$ cat src/rtl/image_gradient.sv
// image_gradient: central-difference X/Y gradient over a WIDTH x HEIGHT image.
// Each pixel reads its four neighbours (L, R, U, D) from a 2-cycle-latency BRAM.
// It then writes (R-L)/2 and (D-U)/2 as two's-complement words.
// Optional macro GRADIENT_EDGE_CLAMP_EN: when defined, border pixels use
// edge-clamped neighbours. When undefined, border gradients are forced to zero.
module image_gradient #(
  parameter int WIDTH     = 64,
  parameter int HEIGHT    = 64,
  parameter int BIT_DEPTH = 8
) (
  input  logic                               clk_in,
  input  logic                               rst_in,
  input  logic                               start_in,
  output logic [$clog2(WIDTH*HEIGHT)-1:0]    img_read_addr,
  output logic                               img_read_addr_valid,
  input  logic [BIT_DEPTH-1:0]               img_pixel_in,
  output logic [$clog2(WIDTH*HEIGHT)-1:0]    x_write_addr,
  output logic [$clog2(WIDTH*HEIGHT)-1:0]    y_write_addr,
  output logic [BIT_DEPTH-1:0]               x_pixel_out,
  output logic [BIT_DEPTH-1:0]               y_pixel_out,
  output logic                               x_write_valid,
  output logic                               y_write_valid,
  output logic                               busy_out,
  output logic                               done_out
);

  localparam int AW = $clog2(WIDTH*HEIGHT);
  localparam int XW = (WIDTH > 1) ? $clog2(WIDTH) : 1;
  localparam int YW = (HEIGHT > 1) ? $clog2(HEIGHT) : 1;
  localparam logic [XW-1:0] X_LAST = XW'(WIDTH - 1);
  localparam logic [YW-1:0] Y_LAST = YW'(HEIGHT - 1);
  localparam logic [XW-1:0] X_ONE  = XW'(1);
  localparam logic [YW-1:0] Y_ONE  = YW'(1);

  typedef enum logic [2:0] {IDLE, READ_L, READ_R, READ_U, READ_D, WRITE, DONE} state_t;

  state_t                      state, state_next;
  logic [1:0]                  phase;
  logic [XW-1:0]               x, nx;
  logic [YW-1:0]               y, ny;
  logic [BIT_DEPTH-1:0]        l_pix, r_pix, u_pix, d_pix;
  logic signed [BIT_DEPTH-1:0] gx, gy;
  logic                        read_state, last_pixel;

  function automatic logic [AW-1:0] to_addr(input logic [XW-1:0] cx, input logic [YW-1:0] cy);
    return AW'(cy) * AW'(WIDTH) + AW'(cx);
  endfunction

  // Difference at BIT_DEPTH+1 bits, arithmetic halve, truncate; the halved range always fits.
  function automatic logic signed [BIT_DEPTH-1:0] half_diff(input logic [BIT_DEPTH-1:0] a,
                                                            input logic [BIT_DEPTH-1:0] b);
    logic signed [BIT_DEPTH:0] diff, shifted;
    diff    = $signed({1'b0, a}) - $signed({1'b0, b});
    shifted = diff >>> 1;
    return shifted[BIT_DEPTH-1:0];
  endfunction

  assign read_state = (state == READ_L) || (state == READ_R) ||
                      (state == READ_U) || (state == READ_D);
  assign last_pixel = (x == X_LAST) && (y == Y_LAST);
  assign gx         = half_diff(r_pix, l_pix);
  assign gy         = half_diff(d_pix, u_pix);

  // State register
  always_ff @(posedge clk_in) begin
    if (!rst_in) state <= IDLE;
    else         state <= state_next;
  end

  // Read-phase counter and raster position; restart from pixel 0 on start
  always_ff @(posedge clk_in) begin
    if (!rst_in) begin
      phase <= 2'd0;
      x     <= '0;
      y     <= '0;
    end else begin
      if (read_state) phase <= (phase == 2'd2) ? 2'd0 : phase + 2'd1;
      else            phase <= 2'd0;
      if (state == IDLE && start_in) begin
        x <= '0;
        y <= '0;
      end else if (state == WRITE) begin
        if (x == X_LAST) begin
          x <= '0;
          y <= last_pixel ? '0 : y + Y_ONE;
        end else begin
          x <= x + X_ONE;
        end
      end
    end
  end

  // Neighbour capture: the BRAM word is valid in the third cycle of each read
  always_ff @(posedge clk_in) begin
    if (phase == 2'd2) begin
      case (state)
        READ_L:  l_pix <= img_pixel_in;
        READ_R:  r_pix <= img_pixel_in;
        READ_U:  u_pix <= img_pixel_in;
        READ_D:  d_pix <= img_pixel_in;
        default: ;
      endcase
    end
  end

  // Next-state logic
  always_comb begin
    state_next = state;
    case (state)
      IDLE:    if (start_in) state_next = READ_L;
      READ_L:  if (phase == 2'd2) state_next = READ_R;
      READ_R:  if (phase == 2'd2) state_next = READ_U;
      READ_U:  if (phase == 2'd2) state_next = READ_D;
      READ_D:  if (phase == 2'd2) state_next = WRITE;
      WRITE:   state_next = last_pixel ? DONE : READ_L;
      DONE:    state_next = IDLE;
      default: state_next = IDLE;
    endcase
  end

  // Outputs: edge-clamped neighbour addressing, strobes and gated gradient words
  always_comb begin
    nx                  = x;
    ny                  = y;
    img_read_addr       = '0;
    img_read_addr_valid = 1'b0;
    x_write_addr        = '0;
    y_write_addr        = '0;
    x_pixel_out         = '0;
    y_pixel_out         = '0;
    x_write_valid       = 1'b0;
    y_write_valid       = 1'b0;
    busy_out            = (state != IDLE) && (state != DONE);
    done_out            = (state == DONE);
    case (state)
      READ_L:  nx = (x == '0)     ? x : x - X_ONE;
      READ_R:  nx = (x == X_LAST) ? x : x + X_ONE;
      READ_U:  ny = (y == '0)     ? y : y - Y_ONE;
      READ_D:  ny = (y == Y_LAST) ? y : y + Y_ONE;
      default: ;
    endcase
    if (read_state) begin
      img_read_addr       = to_addr(nx, ny);
      img_read_addr_valid = (phase == 2'd0);
    end
    if (state == WRITE) begin
      x_write_addr  = to_addr(x, y);
      y_write_addr  = to_addr(x, y);
      x_write_valid = 1'b1;
      y_write_valid = 1'b1;
      x_pixel_out   = gx;
      y_pixel_out   = gy;
`ifndef GRADIENT_EDGE_CLAMP_EN
      if (x == '0 || x == X_LAST) x_pixel_out = '0;
      if (y == '0 || y == Y_LAST) y_pixel_out = '0;
`endif
    end
  end

endmodule

$ cat config.mk
export PLATFORM = sky130hd
export DESIGN_NAME = image_gradient
export DESIGN_NICKNAME = d
export VERILOG_FILES = /design/src/rtl/image_gradient.sv
export SDC_FILE = /design/constraint.sdc
export NUM_CORES = 1
export LEC_CHECK = 0
export CORE_MARGIN = 5
export CORE_UTILIZATION = 40
export DETAILED_ROUTE_END_ITERATION = 16
export GPL_TIMING_DRIVEN = 0
export HOLD_SLACK_MARGIN = 0.12
export MAX_ROUTING_LAYER = met4
export RECOVER_POWER = 25
export SYNTH_ARGS = -nofsm -noshare
export SYNTH_HDL_FRONTEND = slang
export SYNTH_SLANG_ARGS = --single-unit
$ cat constraint.sdc
create_clock -name clk_in -period 3.6 [get_ports clk_in]
set_input_delay 0.72 -clock clk_in [delete_from_list [all_inputs] [get_ports clk_in]]
set_output_delay 0.72 -clock clk_in [all_outputs]
set_load 0.02 [all_outputs]
==> results of run 1 <==
[Yosys cell counts (all sizes together) (2+ instances only)]
master	count
a211oi	5
o21bai	2
nand3	12
and2	10
dfxtp	17
and3	7
clkbuf	11
o22ai	3
a21oi	29
nor3	11
nand4	2
or2	2
xor2	13
o21ai	25
o211ai	4
a31oi	8
nand3b	7
nand2	19
fa	2
buf	22
xnor2	6
or3b	3
a2111oi	2
inv	30
nor2	52
a21o	5
ha	23
nand2b	3
a21boi	2
edfxtp	32
a31o	6
nor3b	3
[cells by family (layout without fill, tap and decap cells)]
group	count (synthesis)	after routing	synth area share
fa+ha+maj	25	25	0.0958
xor+xnor	19	19	0.0486
mux	1	1	0.00329
buf+inv	63	137	0.0911
compound gates	99	99	0.185
simple gates	135	135	0.196
flops	49	49	0.380
[worst max-delay path by stage]
stage | cells past startpoint | from | slack (ps) | end
2_1_floorplan | 7 | d_pix[0] | 300 | y_pixel_out[7]
3_3_place_gp | 8 | y[1] | 130 | img_read_addr[7]
3_5_place_dp | 8 | d_pix[0] | 150 | y_pixel_out[7]
4_1_cts | 7 | x[0] | 9 | x_pixel_out[3]
5_1_grt | 8 | y[0] | 20 | img_read_addr[8]
6_report | 7 | x[0] | 190 | x_pixel_out[2]
[metrics by stage]
step                area, um^2  hold WS, ps  worst slack (ps)  power, mW  utilization
finish                    4350          429               194       1.45        0.526
global route              4350          457              16.6       1.52        0.526
CTS                       4330          437              9.21       1.46        0.524
detailed placement        4220          423               145       1.07        0.511
global placement          4220          411               132       1.06        0.511
floorplan                 3420          401               304      0.925            -
[final cells by class]
type	count	area [um^2]
Buffer	32	195
Tap cell	105	131
Multi-Input combinational cell	279	1830
Inverter	30	113
Fill cell	820	3910
Timing Repair Buffer	67	667
Clock buffer	5	68.8
Clock inverter	3	41.3
Sequential cell	49	1300
[worst register-to-register path: cells and delay by family, from the launching register on]
family / cells / cell delay, ps
AOI/OAI and AO/OA: 1 / 190
adders and majority gates: 1 / 240
buffers and inverters: 2 / 350
DFF: 1 / 410
and+or+nand+nor: 4 / 870
[power groups by stage]
stage	Clock (mW)	Combinational (mW)	Sequential, mW
finish	0.397	0.419	0.632
global route	0.428	0.458	0.635
CTS	0.406	0.423	0.633
detailed placement	0	0.422	0.646
global placement	0	0.420	0.644
floorplan	0	0.283	0.642
[repair_timing]
item                                    in CTS  in global routing
resized for setup                            4                 11
endpoints found under the setup margin       4                 13
pin swaps                                    0                  0
gates cloned                                 0                  0
[per-layer routing]
| layer | routed length (um) | share of wire |
|---|---|---|
| met1 | 3810 | 0.45 |
| met2 | 4110 | 0.49 |
| met3 | 430 | 0.051 |
| met4 | 70 | 0.0083 |
| met5 | 0 | 0 |
[flip-flops by register name, indices dropped and copies added (netlist names)]
name	count
phase	2
l_pix	8
state	3
r_pix	8
u_pix	8
d_pix	8
x	6
y	6
==> metrics, run 1 <==
met2 usage 0.293; r2r startpoint x[0]; Starting Density 0.414; critical path arrival around 2700 ps; drt via density around 5.3; vias after detailed routing 3037; non-filler cells, final 570; Worst Clk Skew roughly 13 ps; Unique masters post-synth 52; grt ovf 0; Total Routing Usage GR 0.170; relative slew slack 0.491; Site Rows 33; GR peak layer met2; post-synthesis cell area around 3400 um^2; setup slack, reg-to-reg between 1000 and 1500 ps; CTS buffer count 5; worst-path maximum fanout 8; CP top delay family buffers and inverters; critical path startpoint category flip-flop; Final Hold Vio Count 0; fin crit period between 3000 and 4000 ps; pwr/cell area about 330 nW/um^2; slowest stage cell, crit path clkdlybuf4s50_1; part of the power in the clock network 0.274; worst hold path type reg -> reg; CTS Buffer Depth 2; first-pass GRT wire length 13800 um; CTS tree built; boundary pin count 68; initial antenna violation count 0; DP Wirelength approximately 6400 um; max incr delay on CP 610 ps; H-tree levels 2; Hold Path Stages 1; Leak between 1.5 and 2 nW; outcome complete, no violations; fin nets 500; Int Pwr 976 uW; setup repair bufs after CTS 0; Clock Tree Root clkbuf_8; post-synth net total approximately 430; Switching Share 0.326; R2R depth 8; core footprint a little over 8000 um^2; Critical Path End Type primary output; clock latency on the worst-skew pair about 310 ps; flops & latches, synth 49; DRT iter0 DRCs 139; Antenna diodes 0; Reg power frac 0.436; routed wire length between 8000 and 9000 um; Yosys warning count 0; CTS Sinks a little under 50; combinational share of power 0.289; sw power 472 uW; Worst Tran Pin Value 760 ps; capturing point of the worst reg2reg path y[3]; RSZ-0062 raised after global routing false; commonest cells after routing, fill and taps aside 53 x clkdlybuf4s50_1, 52 x nor2_1, 32 x edfxtp_1; Placed Cells incl. Taps around 560; post-synth top area cell edfxtp_1; Post-Syn Area per Cell approximately 9 um^2; crit-path cells ha_1 > and3_4 > and3_1 > buf_2 > a311o_2 > nor2_1 > clkdlybuf4s50_1; CTS clock-pin slew for the worst setup and hold paths about 100 ps; Final GP Congestion between 0.8 and 0.9; fin crit share 0.946; full die area approximately 11000 um^2; die width 102 um; FFs w/ async S/R, synth 0; worst min-delay path endpoint phase[0]; DR WL/cell about 15 um; Achievable Freq 294 MHz; M1 GR Usage 0.210; cell count after synthesis 391; cells taking the most area after synthesis edfxtp_1 28%, dfxtp_1 9.9%, ha_1 8.4%, nor2_1 5.7%, a21oi_1 4.2%; post-route ant nets 0; Buffers & Inverters on Critical Path 2; Post-route DRC 0; Hold Buf Count CTS 0; share of layout cells above drive strength 1 0.105; maxcap violations 0; Die H roughly 100 um; maximum VDD drop around 0.27 mV; pin count of the biggest net entering global routing 16; Slew Limit Fails 0; ys flop type edfxtp_1; number of port buffers between 60 and 70; vias in the first global route a little under 3000; beginning of the worst hold path phase[0]; number of synthesized flops with an enable pin 32; register area share after synthesis 0.380; commonest non-fill, non-tap cell in the layout clkdlybuf4s50_1; final setup TNS 0 ps; worst path required time 2880 ps; Final setup viols 0; drt first pass iters 4; met3 usage 0.0314; Crit Path Class reg -> out; area grow syn2layout 27.0%; top-area cell type share of the netlist area 0.281
Note: power is estimated with default switching activity, not from simulation.
==> run 2, diff against run 1 <==
--- a/config.mk
+++ b/config.mk
@@ -6,12 +6,14 @@
 export NUM_CORES = 1
 export LEC_CHECK = 0
 export CORE_MARGIN = 5
-export CORE_UTILIZATION = 40
+export CORE_UTILIZATION = 55
 export DETAILED_ROUTE_END_ITERATION = 16
 export GPL_TIMING_DRIVEN = 0
 export HOLD_SLACK_MARGIN = 0.12
 export MAX_ROUTING_LAYER = met4
+export PLACE_DENSITY = 0.84
 export RECOVER_POWER = 25
+export SKIP_LAST_GASP = 1
 export SYNTH_ARGS = -nofsm -noshare
 export SYNTH_HDL_FRONTEND = slang
 export SYNTH_SLANG_ARGS = --single-unit
==> metrics, run 2 (same netlist as run 1, synthesis figures left out) <==
clock latency on the worst-skew pair approximately 310 ps; Placed Area ~4200 um^2; grt ovf 0; relative slew slack 0.499; fin crit period about 3500 ps; Total Routing Usage GR 0.222; Die H roughly 90 um; worst-path maximum fanout 7; commonest non-fill, non-tap cell in the layout clkdlybuf4s50_1; CP startpoint x[1]; Leak ~1.7 nW; Starting Density 0.571; Slew Limit Fails 0; Worst Clk Skew approximately 16 ps; share of layout cells above drive strength 1 0.0989; Pwr Total 1.45 mW; slowest stage cell, crit path dfxtp_1; Final setup viols 0; Post-route DRC 0; maximum VDD drop ~0.23 mV; setup repair bufs after CTS 0; die width around 90 um; r2r startpoint x[1]; Antenna diodes 0; worst setup margin about 130 ps; Critical Path End Type primary output; drt first pass iters 4; DR WL/cell ~15 um; Placed Cells incl. Taps roughly 530; Final GP Congestion slightly below 1; critical path arrival roughly 2800 ps; pin count of the biggest net entering global routing 16; CTS clock-pin slew for the worst setup and hold paths 100 ps; fin nets 500; Filler Cell Count around 470; DRT iter0 DRCs 159; area grow syn2layout 25.8%; fin crit share 0.965; non-filler cells, final 540; vias in the first global route just under 3000; crit-path cells ha_1 > and3_4 > and3_1 > buf_2 > inv_1 > ha_1 > o22ai_1 > a31oi_1 > nor2_1 > dlygate4sd2_1; Achievable Freq 288 MHz; vias after detailed routing slightly above 3000; Site Rows 28; Clock Tree Root clkbuf_8; critical path startpoint category flip-flop; CTS Sinks between 40 and 50; beginning of the worst hold path phase[0]; drt via density about 5.6; first-pass GRT wire length approximately 13000 um; number of port buffers between 60 and 70; core footprint between 5000 and 6000 um^2; Worst Tran Pin Value ~750 ps; CP top delay family buffers and inverters; RSZ-0062 raised after global routing true; initial antenna violation count 0; worst hold path type reg -> reg; dpl ws approximately 170 ps; post-route cell area about 4300 um^2; post-route ant nets 0; full die area roughly 8000 um^2; CP dominant cell by count ha_1; commonest cells after routing, fill and taps aside 53 x clkdlybuf4s50_1, 52 x nor2_1, 32 x edfxtp_1; max incr delay on CP 450 ps; H-tree levels 2; worst path required time 2880 ps; boundary pin count between 60 and 70; Buffers & Inverters on Critical Path 3; footprint of the multi-input gates roughly 1800 um^2; Crit Path Class reg -> out; DP Wirelength around 6100 um; CTS buffer count 5; maxcap violations 0; setup slack, reg-to-reg 1480 ps; register area ~1300 um^2; CTS Buffer Depth 2; outcome complete, no violations; Final Hold Vio Count 0; pwr/cell area approximately 340 nW/um^2; routed wire length roughly 8000 um; CTS tree built
[run 2: final timing paths]
| check | end | depth (start not counted) |
|---|---|---|
| setup / recovery | img_read_addr[0] | 10 |
| setup reg to reg | state[0] | 8 |
| hold / removal | phase[0] | 1 |
| hold reg to reg | phase[0] | 1 |
[run 2: final cells by class]
| type | instances | share of cell area |
|---|---|---|
| clock buffer | 5 | 0.0160 |
| buffer | 32 | 0.0453 |
| clock inverter | 3 | 0.00959 |
| tap | 75 | 0.0218 |
| sequential | 49 | 0.303 |
| timing repair buffer | 67 | 0.156 |
| multi-input combinational | 279 | 0.423 |
| inverter | 30 | 0.0262 |
[run 2: report_power, final]
group          switching (mW)  total [mW]  internal, mW
clock network           0.191       0.396         0.205
registers              0.0126       0.634         0.621
logic                   0.265       0.421         0.156
total                   0.469        1.45         0.981
[run 2: timing repair]
item	4_1_cts	5_1_grt
hold buffers	0	0
endpoints found under the setup margin	4	10
gates resized for setup	4	6
endpoints found under the hold margin	0	0
pin swaps	0	0
[run 2: per-stage QoR]
stage / hold WS (ps) / util / setup TNS, ps
finish: 444 / 0.718 / 0
global placement: 411 / 0.699 / 0
CTS: 449 / 0.716 / 0
detailed placement: 435 / 0.699 / 0
global route: 474 / 0.718 / -1.54
floorplan: 401 / - / 0
[run 2: per-layer routing]
metal  share of wire  up-vias  GRT usage
met3           0.055       10     0.0372
met4          0.0096        0     0.0673
li1                -     1517          -
met5               0        -          -
met2            0.51       97      0.385
met1            0.42     1406      0.262
[run 2: worst register-to-register path: cells and delay by family (launching register included)]
kind                     cells  cell delay, ps
AO/OA/AOI/OAI                3             590
adder cells (fa/ha/maj)      1             270
buffers and inverters        2             320
flip-flops                   1             450
AND/OR/NAND/NOR              2             380
